### src/rtl/sme_unmask.sv
// Sequential unmasking of an SME-shared operand: folds one share per cycle
// into an accumulator using XOR (boolean) or modular addition (arithmetic).
module sme_unmask #(
  parameter int XLEN = 32,
  parameter int SMAX = 4
) (
  input  logic                      g_clk,
  input  logic                      g_reset,
  input  logic                      flush,
  input  logic                      valid,
  output logic                      ready,
  input  logic                      smectl_t,
  input  logic [3:0]                smectl_d,
  input  logic [SMAX-1:0][XLEN-1:0] rs1,
  output logic                      rd_valid,
  input  logic                      rd_ready,
  output logic [XLEN-1:0]           rd
);

  localparam int SM = SMAX - 1;
  localparam int XL = XLEN - 1;
  localparam int CW = $clog2(SMAX + 1);

  typedef enum logic [1:0] {
    IDLE = 2'd0,
    FOLD = 2'd1,
    DONE = 2'd2
  } state_t;

  state_t             r_state;
  logic [SM:0][XL:0]  r_shares;
  logic [XL:0]        r_acc;
  logic [CW-1:0]      r_cnt;
  logic [CW-1:0]      r_d;
  logic               r_smeT;
  logic               r_ready;
  logic               r_rdValid;

  logic [CW-1:0]      w_dEff;
  logic [CW-1:0]      w_cntNext;
  logic [XL:0]        w_share;
  logic [XL:0]        w_fold;

  // Share count in use: zero means a single share, anything past SMAX saturates.
  always_comb begin
    w_dEff = CW'(smectl_d);
    if (smectl_d == 4'd0) begin
      w_dEff = CW'(1);
    end else if (32'(smectl_d) > SMAX) begin
      w_dEff = CW'(SMAX);
    end
  end

  always_comb begin
    w_share = '0;
    for (int i = 0; i < SMAX; i++) begin
      if (r_cnt == CW'(i)) begin
        w_share = r_shares[i];
      end
    end
  end

  assign w_cntNext = r_cnt + CW'(1);
  assign w_fold    = r_smeT ? (r_acc + w_share) : (r_acc ^ w_share);

  always_ff @(posedge g_clk or posedge g_reset) begin
    if (g_reset) begin
      r_state   <= IDLE;
      r_shares  <= '0;
      r_acc     <= '0;
      r_cnt     <= '0;
      r_d       <= '0;
      r_smeT    <= 1'b0;
      r_ready   <= 1'b1;
      r_rdValid <= 1'b0;
    end else if (flush) begin
      r_state   <= IDLE;
      r_shares  <= '0;
      r_acc     <= '0;
      r_cnt     <= '0;
      r_d       <= '0;
      r_smeT    <= 1'b0;
      r_ready   <= 1'b1;
      r_rdValid <= 1'b0;
    end else begin
      case (r_state)
        IDLE: begin
          if (valid) begin
            r_shares <= rs1;
            r_smeT   <= smectl_t;
            r_d      <= w_dEff;
            r_acc    <= rs1[0];
            r_cnt    <= CW'(1);
            r_ready  <= 1'b0;
            if (w_dEff >= CW'(2)) begin
              r_state <= FOLD;
            end else begin
              r_state   <= DONE;
              r_rdValid <= 1'b1;
            end
          end
        end
        FOLD: begin
          r_acc <= w_fold;
          r_cnt <= w_cntNext;
          if (w_cntNext == r_d) begin
            r_state   <= DONE;
            r_rdValid <= 1'b1;
          end
        end
        DONE: begin
          // Result leaves only on handshake; key material is wiped on the way out.
          if (rd_ready) begin
            r_state   <= IDLE;
            r_shares  <= '0;
            r_acc     <= '0;
            r_cnt     <= '0;
            r_ready   <= 1'b1;
            r_rdValid <= 1'b0;
          end
        end
        default: begin
          r_state   <= IDLE;
          r_ready   <= 1'b1;
          r_rdValid <= 1'b0;
        end
      endcase
    end
  end

  assign ready    = r_ready;
  assign rd_valid = r_rdValid;
  assign rd       = r_rdValid ? r_acc : '0;

endmodule

### config.mk
export PLATFORM = sky130hd
export DESIGN_NAME = sme_unmask
export DESIGN_NICKNAME = d
export VERILOG_FILES = /design/src/rtl/sme_unmask.sv
export SDC_FILE = /design/constraint.sdc
export NUM_CORES = 1
export LEC_CHECK = 0
export ABC_AREA = 1
export CAP_MARGIN = 20
export CORE_AREA = 2 2 131 197
export DETAILED_ROUTE_END_ITERATION = 16
export DIE_AREA = 0 0 133 199
export PLACE_DENSITY_LB_ADDON = 0.1
export SKIP_CTS_REPAIR_TIMING = 1
export SYNTH_ARGS = -nofsm -noshare
export SYNTH_HDL_FRONTEND = slang
export SYNTH_SLANG_ARGS = --single-unit
### constraint.sdc
create_clock -name g_clk -period 13.9 [get_ports g_clk]
set_clock_uncertainty 0.05 [all_clocks]
set_input_delay 2.78 -clock g_clk [delete_from_list [all_inputs] [get_ports g_clk]]
set_output_delay 2.78 -clock g_clk [all_outputs]
set_load 0.05 [all_outputs]
# Word-level counts from Yosys, hierarchy flattened
# Index checks and enable logic that the tools add are counted.
# Widths: inputs -> output; s select.
dict set report totals {
  register_bits 171
  input_bits 138
  out_inout_bits 34
  wordCells 82
}
dict set report op_classes {
  n_eq_ne 11
  add_sub_neg 2
  mux 42
  bitwise 1
  n_reduce_logical 13
  n_lt_le_gt_ge 2
}
# op n
set ops {}
lappend ops {{$mux 128} 3}
lappend ops {{$mux 32} 9}
lappend ops {{$pmux 128 s2} 1}
lappend ops {{$pmux 32 s3} 1}
lappend ops {{$add 32x32->32} 1}
lappend ops {{$xor 32x32->32} 1}
lappend ops {{$mux 3} 8}
lappend ops {{$ne 3x3->1 const B} 4}
lappend ops {{$reduce_and 3->1} 4}
lappend ops {{$mux 1} 11}
lappend ops {{$mux 2} 5}
lappend ops {{$pmux 3 s3} 1}
lappend ops {{$eq 3x2->1 const B} 2}
lappend ops {{$pmux 1 s3} 2}
lappend ops {{$pmux 2 s3} 1}
lappend ops {{$gt 4x3->1 const B} 1}
lappend ops {{$logic_not 4->1} 1}
lappend ops {{$reduce_and 4->1} 1}
lappend ops {{$reduce_bool 2->1} 2}
lappend ops {{$reduce_bool 4->1} 1}
lappend ops {{$add 3x1->3 const B} 1}
lappend ops {{$eq 3x1->1 const B} 1}
lappend ops {{$eq 3x3->1} 1}
lappend ops {{$ge 3x2->1 const B} 1}
lappend ops {{7 further kinds} 7}

# Longest topological paths before layout
# Gate-level depths: netlist of run 1.
dict set report logic_depth {
  ltp_word 9
  depth_mapped 24
  depth_no_buf 23
}

# Worst setup path after synthesis of run 1
# Ideal clock, no wire load.
dict set report synth_timing {
  path_type {register to output}
  startpoint {reg r_rdValid (netlist: rd_valid)}
  endpoint {out rd[10]}
  arrival_ns 1.509
  path_buffers 2
  t_required_ns 11.070
  stages_incl_launch_ff 5
  setup_slack_ns 9.561
  cell_sequence {dfrtp_1 clkbuf_1 clkbuf_1 nand2_1 inv_1}
}
dict set report synth_via {
  elab_chain_cells 1
}
# item line_no
set synth_lines {}
lappend synth_lines {{start: declaration} 37} ;# logic r_rdValid;
lappend synth_lines {{start signal: assignment} 75} ;# r_rdValid <= 1'b0;
lappend synth_lines {{start signal: assignment} 84} ;# r_rdValid <= 1'b0;
lappend synth_lines {{start signal: assignment} 99} ;# r_rdValid <= 1'b1;
lappend synth_lines {{$mux 32} 133} ;# assign rd = r_rdValid ? r_acc : '0;
lappend synth_lines {{end: declaration} 17} ;# output logic [XLEN-1:0] rd
# No other way between the ends.

# Worst setup path after layout of run 1
dict set report layout_timing {
  startpoint {reg r_rdValid (netlist: rd_valid)}
  endpoint {out rd[30]}
}
# The elaborated chain is that of the path after synthesis.

==> flow_metrics.tcl, run 1 <==
set metrics [dict create \
    setup_viol 0 \
    critPathKind "register to output pin" \
    ys.flop_type "dfrtp_1" \
    dr.pass1.iters 7 \
    setup_tns_ps 0 \
    ys_seq_area_share_pct 38.8 \
    coreArea_mm2 0.0248 \
    maxCapViolations 0 \
    path_max_fanout 19 \
    fin_nets 1924 \
    hold_class "register to register" \
    critPathLaunchType "register" \
    antenna_cells 0 \
    grt_overflow 0 \
    clk_pin_slew_worst_paths_ps 70 \
    drc_errors 0 \
    rsz0062_at_grt "no" \
    power.density_mw_per_mm2 197 \
    period_share_pct 38.5 \
    syn2layout_area_growth_pct 22.1 \
    cts_tree "built" \
    row_count 71 \
    ant_nets 0 \
    slew_viol_final 0 \
    wl_per_cell_um 16.2 \
    tightest_slew_ps 1120 \
    yosys-top-cells-area "dfrtp_1 (39%), nand2_1 (13%), inv_1 (9.9%)" \
    syn_nets 1807 \
    final_layout_size_suffix_gt1_share_pct 3.37 \
    ys_ff_latch 171 \
    critPathSlowestCell "clkdlybuf4s50_1" \
    yosys_warnings 0 \
    p_leak_uw 0.00677 \
    synth-edff-count 0 \
    syn_area_per_cell_um2 6.80 \
    die_w_um 133 \
    arrival_ps 2530 \
    antenna_found_initial 0 \
    peakVddDrop_mv 0.107 \
    crit_family "buffers and inverters" \
    setup.worst_path.end_class "output pin" \
    fillers 2451 \
    cts_root_buf "clkbuf_16" \
    synth_common_cells "nand2_1 (370), inv_1 (290), nand3_1 (205)" \
    syn_inst 1623 \
    crit_buf_inv 3 \
    io_pins 172 \
    hold_violations 0 \
    io_buffers 171 \
    fmax_mhz 187 \
    drt_iter0_drc 916 \
    die-area_mm2 0.0265 \
    fp.dieH_um 199 \
    synth_cell_types 36 \
    placed_cells 2049 \
    synth.most_common_cell "nand2_1" \
    grt_pass1_wl_um 53300 \
    synth.largest_area_cell "dfrtp_1" \
    num_vias 10800 \
    synth.top_cell.area_share_pct 38.5 \
    first_global_vias 10200 \
    period_needed_ps 5360 \
    cts_sinks 171 \
    gp_congestion 0.951 \
    status "complete, no violations" \
    cp_data_required_time_ps 11070 \
    avgViaCountPerCell 5.20 \
    drt_wl_total_um 33800 \
    grt_util_all_layers_pct 25.9 \
    dp_hpwl_um 24400 \
    htree_levels 4 \
    clock_latency_ps 450 \
    grt_max_degree 257 \
    final_cells 2081 \
    synthArstFlopShare_pct 100 \
    slew-limit-headroom_pct 25.3 \
    numCtsBuffers 17 \
    crit_chain "buf_4 > nand2_1 > inv_1 > clkdlybuf4s50_1" \
    clk_path_buf_depth 2 \
    critical_path.max_stage_delay_ps 790 \
    synth.cell_area_mm2 0.0110 \
    start_util_pct 44.6 \
]
==> area by class of cell <==
cell class	count	area, µm²	share of cell area [%]
multi-input combinational	1072	5320	39.4
timing repair buffer	183	1810	13.5
clock buffer	18	429	3.18
inverter	295	1110	8.25
sequential	171	4280	31.8
clock inverter	14	119	0.882
tap	328	410	3.04
==> flip-flops by register name (all words and copies together), names as in the netlist <==
signal,flops
r_state,2
rd_valid,1
r_acc,32
r_cnt,3
ready,1
r_smeT,1
r_d,3
r_shares,128
==> logic make-up (layout without fill, tap and decap cells) <==
logic type                 after synthesis  in the layout  synth area share, %
muxes                                    1              1                0.102
buffers and inverters                  380            510                 13.3
AOI/OAI and AO/OA                      316            316                 15.9
DFF                                    171            171                 38.8
and+or+nand+nor                        706            706                 26.5
adders and majority gates               46             46                 5.28
xor gates and xnor gates                 3              3                0.238
==> worst register-to-register path: stages (launching register included) <==
cell and delay, ps:
dfrtp_1 450, inv_1 140, ha_1 160, nand2_1 60, buf_4 240, inv_1 870
nor2_1 130, o22ai_1 430, ha_1 350, nand2_1 130, inv_1 60, a21oi_1 290
nand3_1 240, nand2_1 140, nand2_1 120, nand2_1 80, nand2_1 40, nand3_1 50
nand2_1 50, nand2_1 80, nand2_1 50
==> layout by cell type, fill, tap and decap left out, drive strengths merged, types with 3 or more instances in the layout <==
cell	n
nand3	205
clkdlybuf4s50	171
a21oi	32
o211ai	8
nor2	124
dfrtp	170
ha	45
clkbuf	18
o21a	4
inv	298
buf	12
o22ai	63
o21ai	199
clkinv	8
nand2	372
o31ai	3
==> metal layers <==
| layer | up-vias | wire [µm] | global-route usage, % |
|---|---|---|---|
| met2 | 347 | 15800 | 41.4 |
| met5 | - | 0 | 0 |
| met3 | 65 | 1870 | 3.92 |
| met4 | 0 | 1170 | 11.1 |
| li1 | 5411 | - | - |
| met1 | 5001 | 14900 | 35.0 |
==> worst paths after layout <==
path,from,to,slack [ps],depth (start not counted)
worst max-delay path,rd_valid$_DFFE_PP0P_,rd[30],8540,4
worst min-delay path,r_shares[106]$_DFFE_PP0P_,r_shares[106]$_DFFE_PP0P_,470,2
worst max register to register,r_cnt[0]$_DFFE_PP0P_,r_acc[28]$_DFFE_PP0P_,9570,20
worst min register to register,r_shares[106]$_DFFE_PP0P_,r_shares[106]$_DFFE_PP0P_,470,2
max in group asynchronous,g_reset,r_shares[66]$_DFFE_PP0P_,9390,3
min in group asynchronous,g_reset,r_shares[89]$_DFFE_PP0P_,2860,2
==> metrics by stage <==
step | total power [µW] | utilization (%) | instance area [µm²] | worst slack [ps] | hold slack [ps]
final | 2660 | 54.4 | 13500 | 8540 | 472
after global routing | 2880 | 54.4 | 13500 | 8390 | 492
after CTS | 2660 | 54.4 | 13500 | 8480 | 473
after detailed placement | 2190 | 52.2 | 12900 | 8560 | 457
after global placement | 2170 | 52.2 | 12900 | 8620 | 449
after floorplan | 1780 | - | 11000 | 6440 | 427
==> power breakdown <==
group | switching, µW | internal, µW
clock network | 212 | 247
logic | 985 | 455
registers | 92.4 | 669
Power figures use the tool's default switching activity.
==> run 2, diff against run 1 <==
==> constraint.sdc (replaced) <==
create_clock -name g_clk -period 4.8 [get_ports g_clk]
set_clock_uncertainty 0.05 [all_clocks]
set_input_delay 0.96 -clock g_clk [delete_from_list [all_inputs] [get_ports g_clk]]
set_output_delay 0.96 -clock g_clk [all_outputs]
set_load 0.05 [all_outputs]
==> flow_metrics.tcl, run 2 (synthesis results as in run 1) <==
set metrics [dict create \
    status "complete, no violations" \
    layout_common_cells "nand2_1 (370), inv_1 (289), nand3_1 (205)" \
    r2r_slack_ps 1100 \
    grt_overflow 0 \
    grt_max_degree 118 \
    start_util_pct 44.6 \
    path_max_fanout 48 \
    placed_cells 2058 \
    peakVddDrop_mv 0.295 \
    dr.pass1.iters 5 \
    final_common_cell "nand2_1" \
    p_leak_uw 0.00683 \
    clk_path_buf_depth 2 \
    period_needed_ps 3700 \
    arrival_ps 4000 \
    reg_top3 "r_shares: 128 flops, r_acc: 32 flops" \
    avgViaCountPerCell 5.24 \
    tightest_slew_ps 844 \
    dp_hpwl_um 27300 \
    fin_ws_ps 1100 \
    cp_data_required_time_ps 5090 \
    grt_util_all_layers_pct 27.9 \
    wl_per_cell_um 17.2 \
    ant_nets 0 \
    fmax_mhz 270 \
    design_area_mm2 0.0136 \
    critPathLaunchType "register" \
    largest_reg_flops 128 \
    hold_violations 0 \
    coreArea_mm2 0.0248 \
    fp.dieH_um 199 \
    drc_errors 0 \
    slew_viol_final 0 \
    maxCapViolations 0 \
    placed_cell_area_mm2 0.0130 \
    startpoint "r_cnt[0]$_DFFE_PP0P_" \
    drt_iter0_drc 787 \
    fin_nets 1933 \
    htree_levels 4 \
    io_buffers 171 \
    final_layout_size_suffix_gt1_share_pct 3.92 \
    clock_latency_ps 440 \
    slew-limit-headroom_pct 43.7 \
    top_register "r_shares" \
    cts_tree "built" \
    grt_pass1_wl_um 57100 \
    setup_tns_ps 0 \
    clk_pin_slew_worst_paths_ps 80 \
    hold_slack_ps 475 \
    rr_startpoint "r_cnt[0]$_DFFE_PP0P_" \
    hold_class "register to register" \
    setup_viol 0 \
    gp_congestion 0.882 \
    setup.worst_path.end_class "register" \
    die-area_mm2 0.0265 \
    endpoint "r_acc[20]$_DFFE_PP0P_" \
    cts_root_buf "clkbuf_16" \
    die_w_um 133 \
    cts_sinks 171 \
    period_share_pct 77.2 \
    antenna_cells 0 \
    rsz0062_at_grt "no" \
    syn2layout_area_growth_pct 23.3 \
    final_cells 2090 \
    power.density_mw_per_mm2 581 \
    first_global_vias 10700 \
    io_pins 172 \
    numCtsBuffers 17 \
    num_vias 11000 \
    row_count 71 \
    critPathKind "register to register" \
    reg2regPathDepth 16 \
    preCtsSetupSlack_ps 1200 \
    antenna_found_initial 0 \
    drt_wl_total_um 35900 \
    r2r-end "r_acc[20]$_DFFE_PP0P_" \
]
[run 2: cell count changes in the layout (fill, tap and decap cells not counted), sizes merged]
cell,previous run,this run
bufinv,1,0
clkinvlp,2,4
inv,298,299
buf,12,21
clkinv,8,7
clkbuf,18,17
[run 2: per-layer routing]
| layer | track usage (%) | wire [µm] |
|---|---|---|
| met1 | 36.8 | 16000 |
| met2 | 46.9 | 17300 |
| met3 | 3.72 | 1500 |
| met4 | 10.2 | 1120 |
| met5 | 0 | 0 |
[run 2: worst min path at each step]
stage	startpoint	end	slack, ps	cells after the start
global placement	r_shares[53]$_DFFE_PP0P_	r_shares[53]$_DFFE_PP0P_	450	2
floorplan	r_acc[16]$_DFFE_PP0P_	r_acc[16]$_DFFE_PP0P_	430	2
global route	r_shares[40]$_DFFE_PP0P_	r_shares[40]$_DFFE_PP0P_	500	2
detailed placement	r_acc[27]$_DFFE_PP0P_	r_acc[27]$_DFFE_PP0P_	460	2
CTS	r_shares[106]$_DFFE_PP0P_	r_shares[106]$_DFFE_PP0P_	480	2
finish	r_shares[53]$_DFFE_PP0P_	r_shares[53]$_DFFE_PP0P_	470	2
[run 2: stage by stage]
stage          utilization (%)  power (µW)
2_1_floorplan                -        5160
3_3_place_gp              52.6        6490
3_5_place_dp              52.6        6530
4_1_cts                   54.9        7910
5_1_grt                   54.9        8570
6_report                  54.9        7910
[run 2: layout make-up]
type | instances | area [µm²]
fillers | 2460 | 11200
clock inverters | 15 | 139
inverters | 295 | 1110
repair buffers | 192 | 1930
clock buffers | 17 | 425
multi-input cells | 1072 | 5320
well taps | 328 | 410
flip-flops and latches | 171 | 4280
[run 2: critical path: stages, from the launching register on]
cell,delay (ps)
dfrtp_1,440
ha_1,200
ha_1,210
clkinv_1,380
buf_12,320
o22ai_1,370
ha_1,340
nand2_1,120
inv_1,50
a21oi_1,260
nand3_1,250
nand2_1,180
nand2_1,80
a21oi_1,120
o21ai_0,90
nand2_1,100
nand2_1,50
[run 2: power by group]
group	internal, µW	switching [µW]	total [µW]	leakage, µW
Sequential	1940	300	2240	0.00224
Clock	684	670	1350	0.000271
Combinational	1380	2940	4320	0.00432
